<file path="src/rtl/wb_obi_bridge.sv">
// wb_obi_bridge
// Wishbone classic slave to OBI master bridge. One Wishbone transfer is
// accepted at a time. Its address is checked against a window. A hit is
// translated into a single OBI transaction. A miss is answered with err_o.
//
// Ports
//   clk_i, rst_ni          clock (rising edge), asynchronous active-low reset
//   cyc_i, stb_i, we_i     Wishbone cycle / strobe / write enable
//   sel_i, adr_i, dat_i    Wishbone byte select, address, write data
//   dat_o, ack_o, err_o    Wishbone read data, acknowledge, window error
//   req_o, gnt_i           OBI request / grant
//   addr_o, we_o, be_o     OBI address, write enable, byte enables
//   wdata_o                OBI write data
//   rvalid_i, rdata_i      OBI response valid / read data
//   busy_o                 a transfer is in flight (FSM not idle)
//   state_o                debug view of the FSM state encoding
//
// Handshakes: an OBI address phase completes on the cycle where req_o and
// gnt_i are both high. req_o is never withdrawn before that cycle, and
// addr_o/we_o/be_o/wdata_o are held constant while req_o is high. The
// response is the first rvalid_i sampled after the grant cycle. An rvalid_i
// in the grant cycle itself is ignored. On the Wishbone side, cyc_i & stb_i
// sampled in IDLE starts a transfer. ack_o or err_o is a single-cycle pulse.
// All other Wishbone inputs except cyc_i are ignored while busy.
module wb_obi_bridge #(
  parameter int unsigned          ADDR_W   = 32,
  parameter int unsigned          DATA_W   = 32,
  parameter logic [ADDR_W-1:0]    WB_BASE  = 32'h0000_0000,
  parameter logic [ADDR_W-1:0]    WIN_MASK = 32'hFF00_0000,
  parameter logic [ADDR_W-1:0]    OBI_BASE = 32'h8000_0000
) (
  input  logic                  clk_i,
  input  logic                  rst_ni,
  input  logic                  cyc_i,
  input  logic                  stb_i,
  input  logic                  we_i,
  input  logic [DATA_W/8-1:0]   sel_i,
  input  logic [ADDR_W-1:0]     adr_i,
  input  logic [DATA_W-1:0]     dat_i,
  output logic [DATA_W-1:0]     dat_o,
  output logic                  ack_o,
  output logic                  err_o,
  output logic                  req_o,
  input  logic                  gnt_i,
  output logic [ADDR_W-1:0]     addr_o,
  output logic                  we_o,
  output logic [DATA_W/8-1:0]   be_o,
  output logic [DATA_W-1:0]     wdata_o,
  input  logic                  rvalid_i,
  input  logic [DATA_W-1:0]     rdata_i,
  output logic                  busy_o,
  output logic [2:0]            state_o
);

  typedef enum logic [2:0] {
    IDLE = 3'd0,
    REQ  = 3'd1,
    RSP  = 3'd2,
    ACK  = 3'd3,
    ERR  = 3'd4
  } state_e;

  state_e              state_q, state_d;
  logic                ack_q, ack_d;
  logic                err_q, err_d;
  logic                req_q, req_d;
  logic                we_q, we_d;
  logic                abort_q, abort_d;
  logic [DATA_W/8-1:0] be_q, be_d;
  logic [ADDR_W-1:0]   addr_q, addr_d;
  logic [DATA_W-1:0]   wdata_q, wdata_d;
  logic [DATA_W-1:0]   dat_q, dat_d;
  logic                win_hit;

  assign win_hit = ((adr_i & WIN_MASK) == (WB_BASE & WIN_MASK));

  always_comb begin
    state_d = state_q;
    ack_d   = 1'b0;
    err_d   = 1'b0;
    req_d   = req_q;
    we_d    = we_q;
    abort_d = abort_q;
    be_d    = be_q;
    addr_d  = addr_q;
    wdata_d = wdata_q;
    dat_d   = dat_q;
    case (state_q)
      IDLE: begin
        abort_d = 1'b0;
        // While ack_o is high the master still holds stb_i for the transfer
        // just acknowledged; that strobe must not start a duplicate.
        if (cyc_i && stb_i && !ack_q) begin
          we_d    = we_i;
          be_d    = sel_i;
          wdata_d = dat_i;
          addr_d  = OBI_BASE | (adr_i & ~WIN_MASK);
          if (win_hit) begin
            state_d = REQ;
            req_d   = 1'b1;
          end else begin
            state_d = ERR;
            err_d   = 1'b1;
          end
        end
      end
      REQ: begin
        if (!cyc_i) abort_d = 1'b1;
        if (gnt_i) begin
          req_d   = 1'b0;
          state_d = RSP;
        end
      end
      RSP: begin
        if (!cyc_i) abort_d = 1'b1;
        if (rvalid_i) begin
          if (!we_q) dat_d = rdata_i;
          state_d = ACK;
        end
      end
      ACK: begin
        // The OBI side has completed; an abandoned Wishbone cycle sees no ack.
        ack_d   = !abort_q;
        abort_d = 1'b0;
        state_d = IDLE;
      end
      ERR: begin
        abort_d = 1'b0;
        state_d = IDLE;
      end
      default: begin
        state_d = IDLE;
      end
    endcase
  end

  always_ff @(posedge clk_i or negedge rst_ni) begin
    if (!rst_ni) begin
      state_q <= IDLE;
      ack_q   <= 1'b0;
      err_q   <= 1'b0;
      req_q   <= 1'b0;
      we_q    <= 1'b0;
      abort_q <= 1'b0;
      be_q    <= '0;
      addr_q  <= '0;
      wdata_q <= '0;
      dat_q   <= '0;
    end else begin
      state_q <= state_d;
      ack_q   <= ack_d;
      err_q   <= err_d;
      req_q   <= req_d;
      we_q    <= we_d;
      abort_q <= abort_d;
      be_q    <= be_d;
      addr_q  <= addr_d;
      wdata_q <= wdata_d;
      dat_q   <= dat_d;
    end
  end

  assign dat_o   = dat_q;
  assign ack_o   = ack_q;
  assign err_o   = err_q;
  assign req_o   = req_q;
  assign addr_o  = addr_q;
  assign we_o    = we_q;
  assign be_o    = be_q;
  assign wdata_o = wdata_q;
  assign busy_o  = (state_q != IDLE);
  assign state_o = state_q;

endmodule

</file>
<file path="config.mk">
export PLATFORM = sky130hd
export DESIGN_NAME = wb_obi_bridge
export DESIGN_NICKNAME = d
export VERILOG_FILES = /design/src/rtl/wb_obi_bridge.sv
export SDC_FILE = /design/constraint.sdc
export NUM_CORES = 1
export LEC_CHECK = 0
export CAP_MARGIN = 20
export CORE_MARGIN = 2
export CORE_UTILIZATION = 39
export CTS_CLUSTER_SIZE = 24
export DETAILED_ROUTE_END_ITERATION = 10
export PLACE_DENSITY = 0.9
export SETUP_SLACK_MARGIN = 0.15
export SYNTH_ARGS = -nofsm -noshare
export SYNTH_HDL_FRONTEND = slang
export SYNTH_SLANG_ARGS = --single-unit
export TNS_END_PERCENT = 20
</file>
<file path="constraint.sdc">
create_clock -name clk_i -period 2.04 [get_ports clk_i]
set_input_delay 0.612 -clock clk_i [delete_from_list [all_inputs] [get_ports clk_i]]
set_output_delay 0.612 -clock clk_i [all_outputs]
set_load 0.02 [all_outputs]
</file>
### Yosys cells after proc, flatten, opt, wreduce, memory -nomap -nowiden

Cells that the tools add are included.

* bits in latches: 0
* bits in writable memories: 0
* memory bits (read-only): 0
* memories kept: 0
* bits in registers: 101
* output and inout bits: 108

* shift operators: 0
* $mul: 0
* divide/modulo/power cells: 0
* mux-type cells: 15
* add/subtract/negate cells: 0
* reductions and logical operators: 16
* bitwise gates (word level): 1
* equality and inequality tests: 9
* $lt $le $gt $ge: 0

Operator list (count)
* logical NOT 32 bit: 1
* 2-to-1 mux 3 bit: 4
* inequality test 2 bit, second input constant: 5
* case mux 3 bit (3 select lines): 1
* 2-to-1 mux 1 bit: 8
* equality test 3 x 2 -> 1 bit, second input constant: 2
* AND reduction 3 bit: 2
* case mux 1 bit (2 select lines): 2
* AND reduction 2 bit: 2
* AND reduction 4 bit: 1
* nonzero test 2 bit: 2
* equality test 3 x 1 -> 1 bit, second input constant: 1
* equality test 3 bit, second input constant: 1
* logical NOT 3 bit: 1
* nonzero test 3 bit: 1
* OR reduction 3 bit: 1
* logical AND 1 bit: 2
* logical NOT 1 bit: 2
* OR reduction 2 bit: 1
* inverter 1 bit: 1

### Logic depth before layout (Yosys ltp)

Gate-level depths: netlist of run 1.

* depth after elaboration: 4
* depth in mapped cells: 6
* gate-level depth less buffers: 3

### Worst setup path after synthesis of run 1

Ideal clock, no wire load.

* kind: register to register
* start point: reg state_q[1] (netlist: state_o[1])
* end point: reg addr_q[0] (netlist: addr_o[0])
* slack: -1 ps
* required time: 1915 ps
* buffers on the path: 2
* arrival: 1916 ps
* cell stages (with the launch flop): 6
* clock period less this slack: 2041 ps
* cell sequence: dfrtp_1 buf_2 or3_4 nor3_4 buf_6 mux2_2

* word-level cells in the longest chain between the ends: 2

RTL lines
* from (decl): RTL line 63 `state_e state_q, state_d;`
* from (signal assigned): RTL line 150 `state_q <= state_d;`
* logical NOT 3 bit: RTL line 88 `case (state_q)`
* AND reduction 2 bit (no source line)
* to (signal assigned): RTL line 157 `addr_q <= addr_d;`
* to (decl): RTL line 70 `logic [ADDR_W-1:0] addr_q, addr_d;`

No other way between the ends.
A chain may end at the register's enable or synchronous reset.

### Worst setup path after layout of run 1

* start point: reg state_q[2] (netlist: state_o[2])
* end point: out busy_o

* word-level cells in the longest chain between the ends: 1

RTL lines
* nonzero test 3 bit: RTL line 171 `assign busy_o = (state_q != IDLE);`
* to (decl): RTL line 51 `output logic busy_o,`

No other way between the ends.

==> results.yml, run 1 <==
run_status:
  status: "complete, no violations"
yosys:
  syn_inst: 238
  synth_ff_type: "dfrtp_1"
  yosysWarnings: 0
  ys_ff_latch: 101
  synth_edf_count: 0
  yosysMostFrequentCell: "dfrtp_1"
  async_flop_share: 1.00
  ys_top_cells_by_area: "dfrtp_1, mux2_2, mux2_1, buf_6, buf_4"
  synth_common_cells: "dfrtp_1, mux2_2, mux2_1"
  syn_area_mm2: 0.00389
  synth_cell_types: 25
  yosysTopAreaCellShare: 0.650
  syn_avg_cell_area_um2: 16.3
  synth_seq_area_share: 0.650
  synth_largest_area_cell: "dfrtp_1"
timing:
  finClkSkew_ns: 0.00695
  holdWs_ns: 0.180
  fin_crit_sh: 0.958
  setup_viol: 0
  rsz0062_at_grt: "yes"
  postLayoutSetupSlackWorst_ns: 0.0856
  period_needed_ns: 1.95
  slew_viol_final: 0
  fmaxAchievable_mhz: 512
  hold_viol_final: 0
floorplan:
  core_mm2: 0.00973
  die-area_mm2: 0.0108
  row_count: 36
  die_h_um: 104
  start_util: 0.400
  die_x_um: 104
  io_pins: 215
worst_setup_path:
  worstPathCellList: "or3_4 > buf_6"
  worstPathArrival_ns: 1.34
  start_kind: "register"
  slowest_stage: "or3_4"
  endpoint_kind: "primary output"
  crit_required_ns: 1.43
  cp_max_fo: 3
  path_delay_family: "simple AND/OR/NAND/NOR gates"
  path_buf_inv: 1
  critPathKind: "reg -> out"
  slowest_delay_ns: 0.43
routing:
  ant_nets: 0
  viasPerCell: 4.60
  drc: 0
  drt-initial-drc-count: 94
  wl_mm: 10.2
  routed-via-count: 2758
  avgRoutedWirePerCell_um: 17.0
  first_pass_iters: 4
placement:
  pre_cts_slack_ns: -0.223
  gp_congestion: 0.803
  port_buffers: 207
  hpwl_mm: 7.62
pwr:
  vdd.ir_drop.worst_mv: 0.566
  power_density_mw_per_mm2: 1350
  power_mw: 8.48
  p_leak_nw: 2.96
finish:
  diodes: 0
  syn_to_final_growth_pct: 61.8
  final_nets: 568
  drive_gt1_frac: 0.249
global_route:
  grt_max_degree: 46
  grt_pass1_wl_mm: 15.9
  antenna_found_initial: 0
  grt_pass1_vias: 3073
  grt.busiest_layer: "met2"
  use_met3: 0.0491
  grt_use_met2: 0.331
  grt_usage: 0.187
  met1_usage: 0.218
  grt-ovfl-total: 0
clocking:
  clock_path_buffers: 2
  ctsHoldBuffers: 0
  insertion_delay_ns: 0.35
  clock_sinks: 101
  cts_tree: "built"
  clkTransAtPathRegs_ns: 0.09
  cts_max_level: 3
  cts_root_buf: "clkbuf_8"
  cts_buffers: 9
flow_run:
  cap_violations: 0
hold_path:
  hp-class: "in -> async"
worst reg2reg max path: cells and delay by family, from the launching register on:
family / cells / cell delay, ns
and+or+nand+nor: 2 / 0.62
DFF: 1 / 0.42
buffers and inverters: 2 / 0.35
muxes: 1 / 0.35
through the flow:
stage	instances	TNS [ns]	utilization	cell area [um2]
after detailed placement	579	-11.45	0.631	6140
after global placement	579	-8.50	0.631	6140
after CTS	595	0	0.639	6220
final	599	0	0.646	6290
after floorplan	244	0	-	3920
after global routing	599	0	0.646	6290
cell type report:
class                      count  area, um2
timing repair buffer         224       2150
sequential                   101       2530
clock inverter                 3       45.0
clock buffer                  13        159
multi-input combinational    124       1230
inverter                       1       3.75
tap                          133        166
fill                         789       3440
worst paths after layout:
kind                                        startpoint  depth (start not counted)                      end  slack (ns)
worst max-delay path            state_o[2]$_DFFE_PN0P_                          2                   busy_o        0.09
worst min-delay path                            rst_ni                          1   wdata_o[8]$_DFFE_PN0P_        0.18
worst max register to register  state_o[2]$_DFFE_PN0P_                          5  wdata_o[15]$_DFFE_PN0P_        0.19
worst min register to register     abort_q$_DFFE_PN0P_                          1          ack_o$_DFF_PN0_        0.45
max in group asynchronous                       rst_ni                          2    dat_o[24]$_DFFE_PN0P_        1.27
min in group clk_i                 abort_q$_DFFE_PN0P_                          1          ack_o$_DFF_PN0_        0.45
cell families (layout without fill, tap and decap cells):
family,Yosys count,after routing,synth area share
buf+inv,19,241,0.0380
simple gates,16,16,0.0267
compound gates,7,7,0.0119
other cells,1,7,0.000965
flops,101,101,0.650
mux,94,94,0.272
power by group:
part	switching [mW]	leakage [nW]	internal, mW
Clock	0.651	0.0959	0.636
Combinational	2.05	1.62	1.84
Sequential	0.430	1.25	2.87
Total	3.13	2.96	5.35
layout by cell type (no fill, tap or decap), types with 3 or more instances in the layout:
cell,netlist,routed
clkbuf_8,0,11
conb_1,1,7
mux2_1,16,16
dlygate4sd2_1,0,100
mux2_2,78,78
dfrtp_1,101,99
buf_4,7,12
nor2_1,3,3
clkdlybuf4s50_1,0,105
buf_12,0,3
nand2_1,3,3
registers in the layout (all words and copies together) (netlist names), 3 cells and up:
signal / flops
be_o: 4
state_o: 3
dat_o: 32
addr_o: 25
wdata_o: 32
metal layers:
layer  share of wire  vias to the layer above
met5               0                        -
met4           0.012                        0
met3           0.062                       10
met2            0.53                      124
met1            0.39                     1357
li1                -                     1267
what timing repair did:
action | in CTS | in global routing
hold endpoints to repair | 0 | 0
setup endpoints to repair | 101 | 58
buffers inserted | 0 | 2
pin swaps | 1 | 1
gates resized for setup | 106 | 1
cloned | 0 | 2
Power figures use the tool's default switching activity.
==> run 2, diff against run 1 <==
--- a/config.mk
+++ b/config.mk
@@ -6,6 +6,7 @@
 export NUM_CORES = 1
 export LEC_CHECK = 0
 export CAP_MARGIN = 20
+export CORE_ASPECT_RATIO = 0.6
 export CORE_MARGIN = 2
 export CORE_UTILIZATION = 39
 export CTS_CLUSTER_SIZE = 24
==> run 2 against run 1 <==
  * Routed wire length fell by 4.4%
  * Sequential cell count did not move
  * Register-to-register slack improved by 0.02 ns
  * Critical endpoint is now wdata_o[18]$_DFFE_PN0P_
  * Combinational power barely moved
  * Sequential share of layout area fell by 0.30 points
  * Design area rose by 0.76%
  * Largest power group unchanged
==> results.yml, run 2 (synthesis results as in run 1) <==
run_status:
  status: "complete, no violations"
floorplan:
  row_count: 28
  die_x_um: 133
  core_mm2: 0.00977
  io_pins: 215
  die_h_um: 81.3
  start_util: 0.398
  die-area_mm2: 0.0108
placement:
  place_area_mm2: 0.00612
  pre_cts_slack_ns: -0.204
  gp_congestion: 0.743
  dp.cells: 578
  hpwl_mm: 7.14
  port_buffers: 207
worst_setup_path:
  endpoint_kind: "register"
  cp_max_fo: 23
  worstPathArrival_ns: 2.13
  start_kind: "primary input"
  reg2reg_depth: 5
  crit_required_ns: 2.26
  critPathKind: "in -> reg"
hold_path:
  hp-class: "in -> async"
clocking:
  cts_root_buf: "clkbuf_16"
  clock_path_buffers: 2
  clkTransAtPathRegs_ns: 0.07
  ctsHoldBuffers: 0
  clock_sinks: 101
  cts_buffers: 9
  insertion_delay_ns: 0.33
  cts_tree: "built"
  cts_max_level: 3
routing:
  first_pass_iters: 4
  drc: 0
  drt-initial-drc-count: 64
  avgRoutedWirePerCell_um: 16.3
  routed-via-count: 2736
  viasPerCell: 4.58
  wl_mm: 9.73
  ant_nets: 0
pwr:
  p_leak_nw: 2.97
  combPwrFrac: 0.444
  intPower_mw: 5.55
  swShare: 0.363
  vdd.ir_drop.worst_mv: 0.685
  power_mw: 8.71
  power.switching_mw: 3.16
  clockPowerShare: 0.178
  sequentialPowerShare: 0.378
  power_density_mw_per_mm2: 1370
finish:
  num-fill-cells: 733
  final_nets: 565
  layout_commonest_cell: "clkdlybuf4s50_1"
  fin_cells: 598
  diodes: 0
  utilization: 0.648
  layout_common_cells: "clkdlybuf4s50_1, dfrtp_1, dlygate4sd2_1, mux2_2, mux2_1"
  final_cell_area_mm2: 0.00634
  drive_gt1_frac: 0.244
  syn_to_final_growth_pct: 63.0
global_route:
  antenna_found_initial: 0
  grt_pass1_vias: 2910
  grt_pass1_wl_mm: 15.1
  grt_usage: 0.180
  grt-ovfl-total: 0
  grt_max_degree: 102
timing:
  fmaxAchievable_mhz: 521
  slew_viol_final: 0
  relSlewSlack: 0.650
  postLayoutSetupSlackWorst_ns: 0.121
  setup_viol: 0
  period_needed_ns: 1.92
  holdWs_ns: 0.330
  max_slew.worst_pin.slew_ns: 0.525
  finClkSkew_ns: 0.00328
  rsz0062_at_grt: "yes"
  hold_viol_final: 0
  fin_crit_sh: 0.941
  finalSetupTns_ns: 0
flow_run:
  cap_violations: 0
[run 2: changes by cell type in the layout (fill, tap and decap cells not counted), sizes merged]
cell	previous run	this run
dlygate4sd2	100	98
clkbuf	15	13
clkinv	0	1
buf	17	14
bufinv	1	0
clkdlybuf4s50	105	107
inv	1	2
clkinvlp	2	3
[run 2: routing by layer]
layer / up-vias / routed length [um] / global-route usage
li1: 1268 / - / -
met2: 128 / 4690 / 0.298
met5: - / 0 / 0
met4: 0 / 94 / 0.0495
met1: 1329 / 3990 / 0.216
met3: 11 / 949 / 0.0824
[run 2: power by group through the flow]
stage	clock network, mW	logic (mW)	registers (mW)
floorplan	0	1.09	4.42
global placement	0	4.35	3.33
CTS	1.59	3.85	3.31
finish	1.55	3.86	3.29
detailed placement	0	4.44	3.37
global route	1.69	4.10	3.41
[run 2: critical path, stage by stage]
cell,delay (ns)
clkdlybuf4s50_1,0.48
nand2_1,0.11
nor3_4,0.22
buf_4,0.16
clkbuf_16,0.20
mux2_2,0.36
[run 2: cell type report]
cell class	instances	area (um2)	area share
sequential	101	2530	0.399
timing repair buffer	221	2130	0.336
multi-input combinational	124	1230	0.195
clock buffer	11	233	0.0367
tap	135	169	0.0267
clock inverter	5	36.3	0.00573
inverter	1	3.75	0.000592
[run 2: worst paths after layout]
path | to | slack [ns] | from
min in group clk_i | ack_o$_DFF_PN0_ | 0.44 | abort_q$_DFFE_PN0P_
setup reg to reg | wdata_o[18]$_DFFE_PN0P_ | 0.21 | state_o[1]$_DFFE_PN0P_
hold / removal | addr_o[18]$_DFFE_PN0P_ | 0.33 | rst_ni
hold reg to reg | ack_o$_DFF_PN0_ | 0.44 | abort_q$_DFFE_PN0P_
setup / recovery | wdata_o[18]$_DFFE_PN0P_ | 0.12 | cyc_i
max in group asynchronous | state_o[2]$_DFFE_PN0P_ | 1.30 | rst_ni
[run 2: repair_timing]
item	4_1_cts	5_1_grt
setup endpoints to repair	99	60
setup buffers	0	2
gates resized for setup	104	1
endpoints found under the hold margin	0	0
gates cloned	0	2
pin swaps	0	1
==> run 3, diff against run 2 <==
--- a/config.mk
+++ b/config.mk
@@ -5,6 +5,7 @@
 export SDC_FILE = /design/constraint.sdc
 export NUM_CORES = 1
 export LEC_CHECK = 0
+export ABC_CLOCK_PERIOD_IN_PS = 2040
 export CAP_MARGIN = 20
 export CORE_ASPECT_RATIO = 0.6
 export CORE_MARGIN = 2
==> results of run 3 <==
The final DEF is identical to that of run 2; final timing and power are the same.
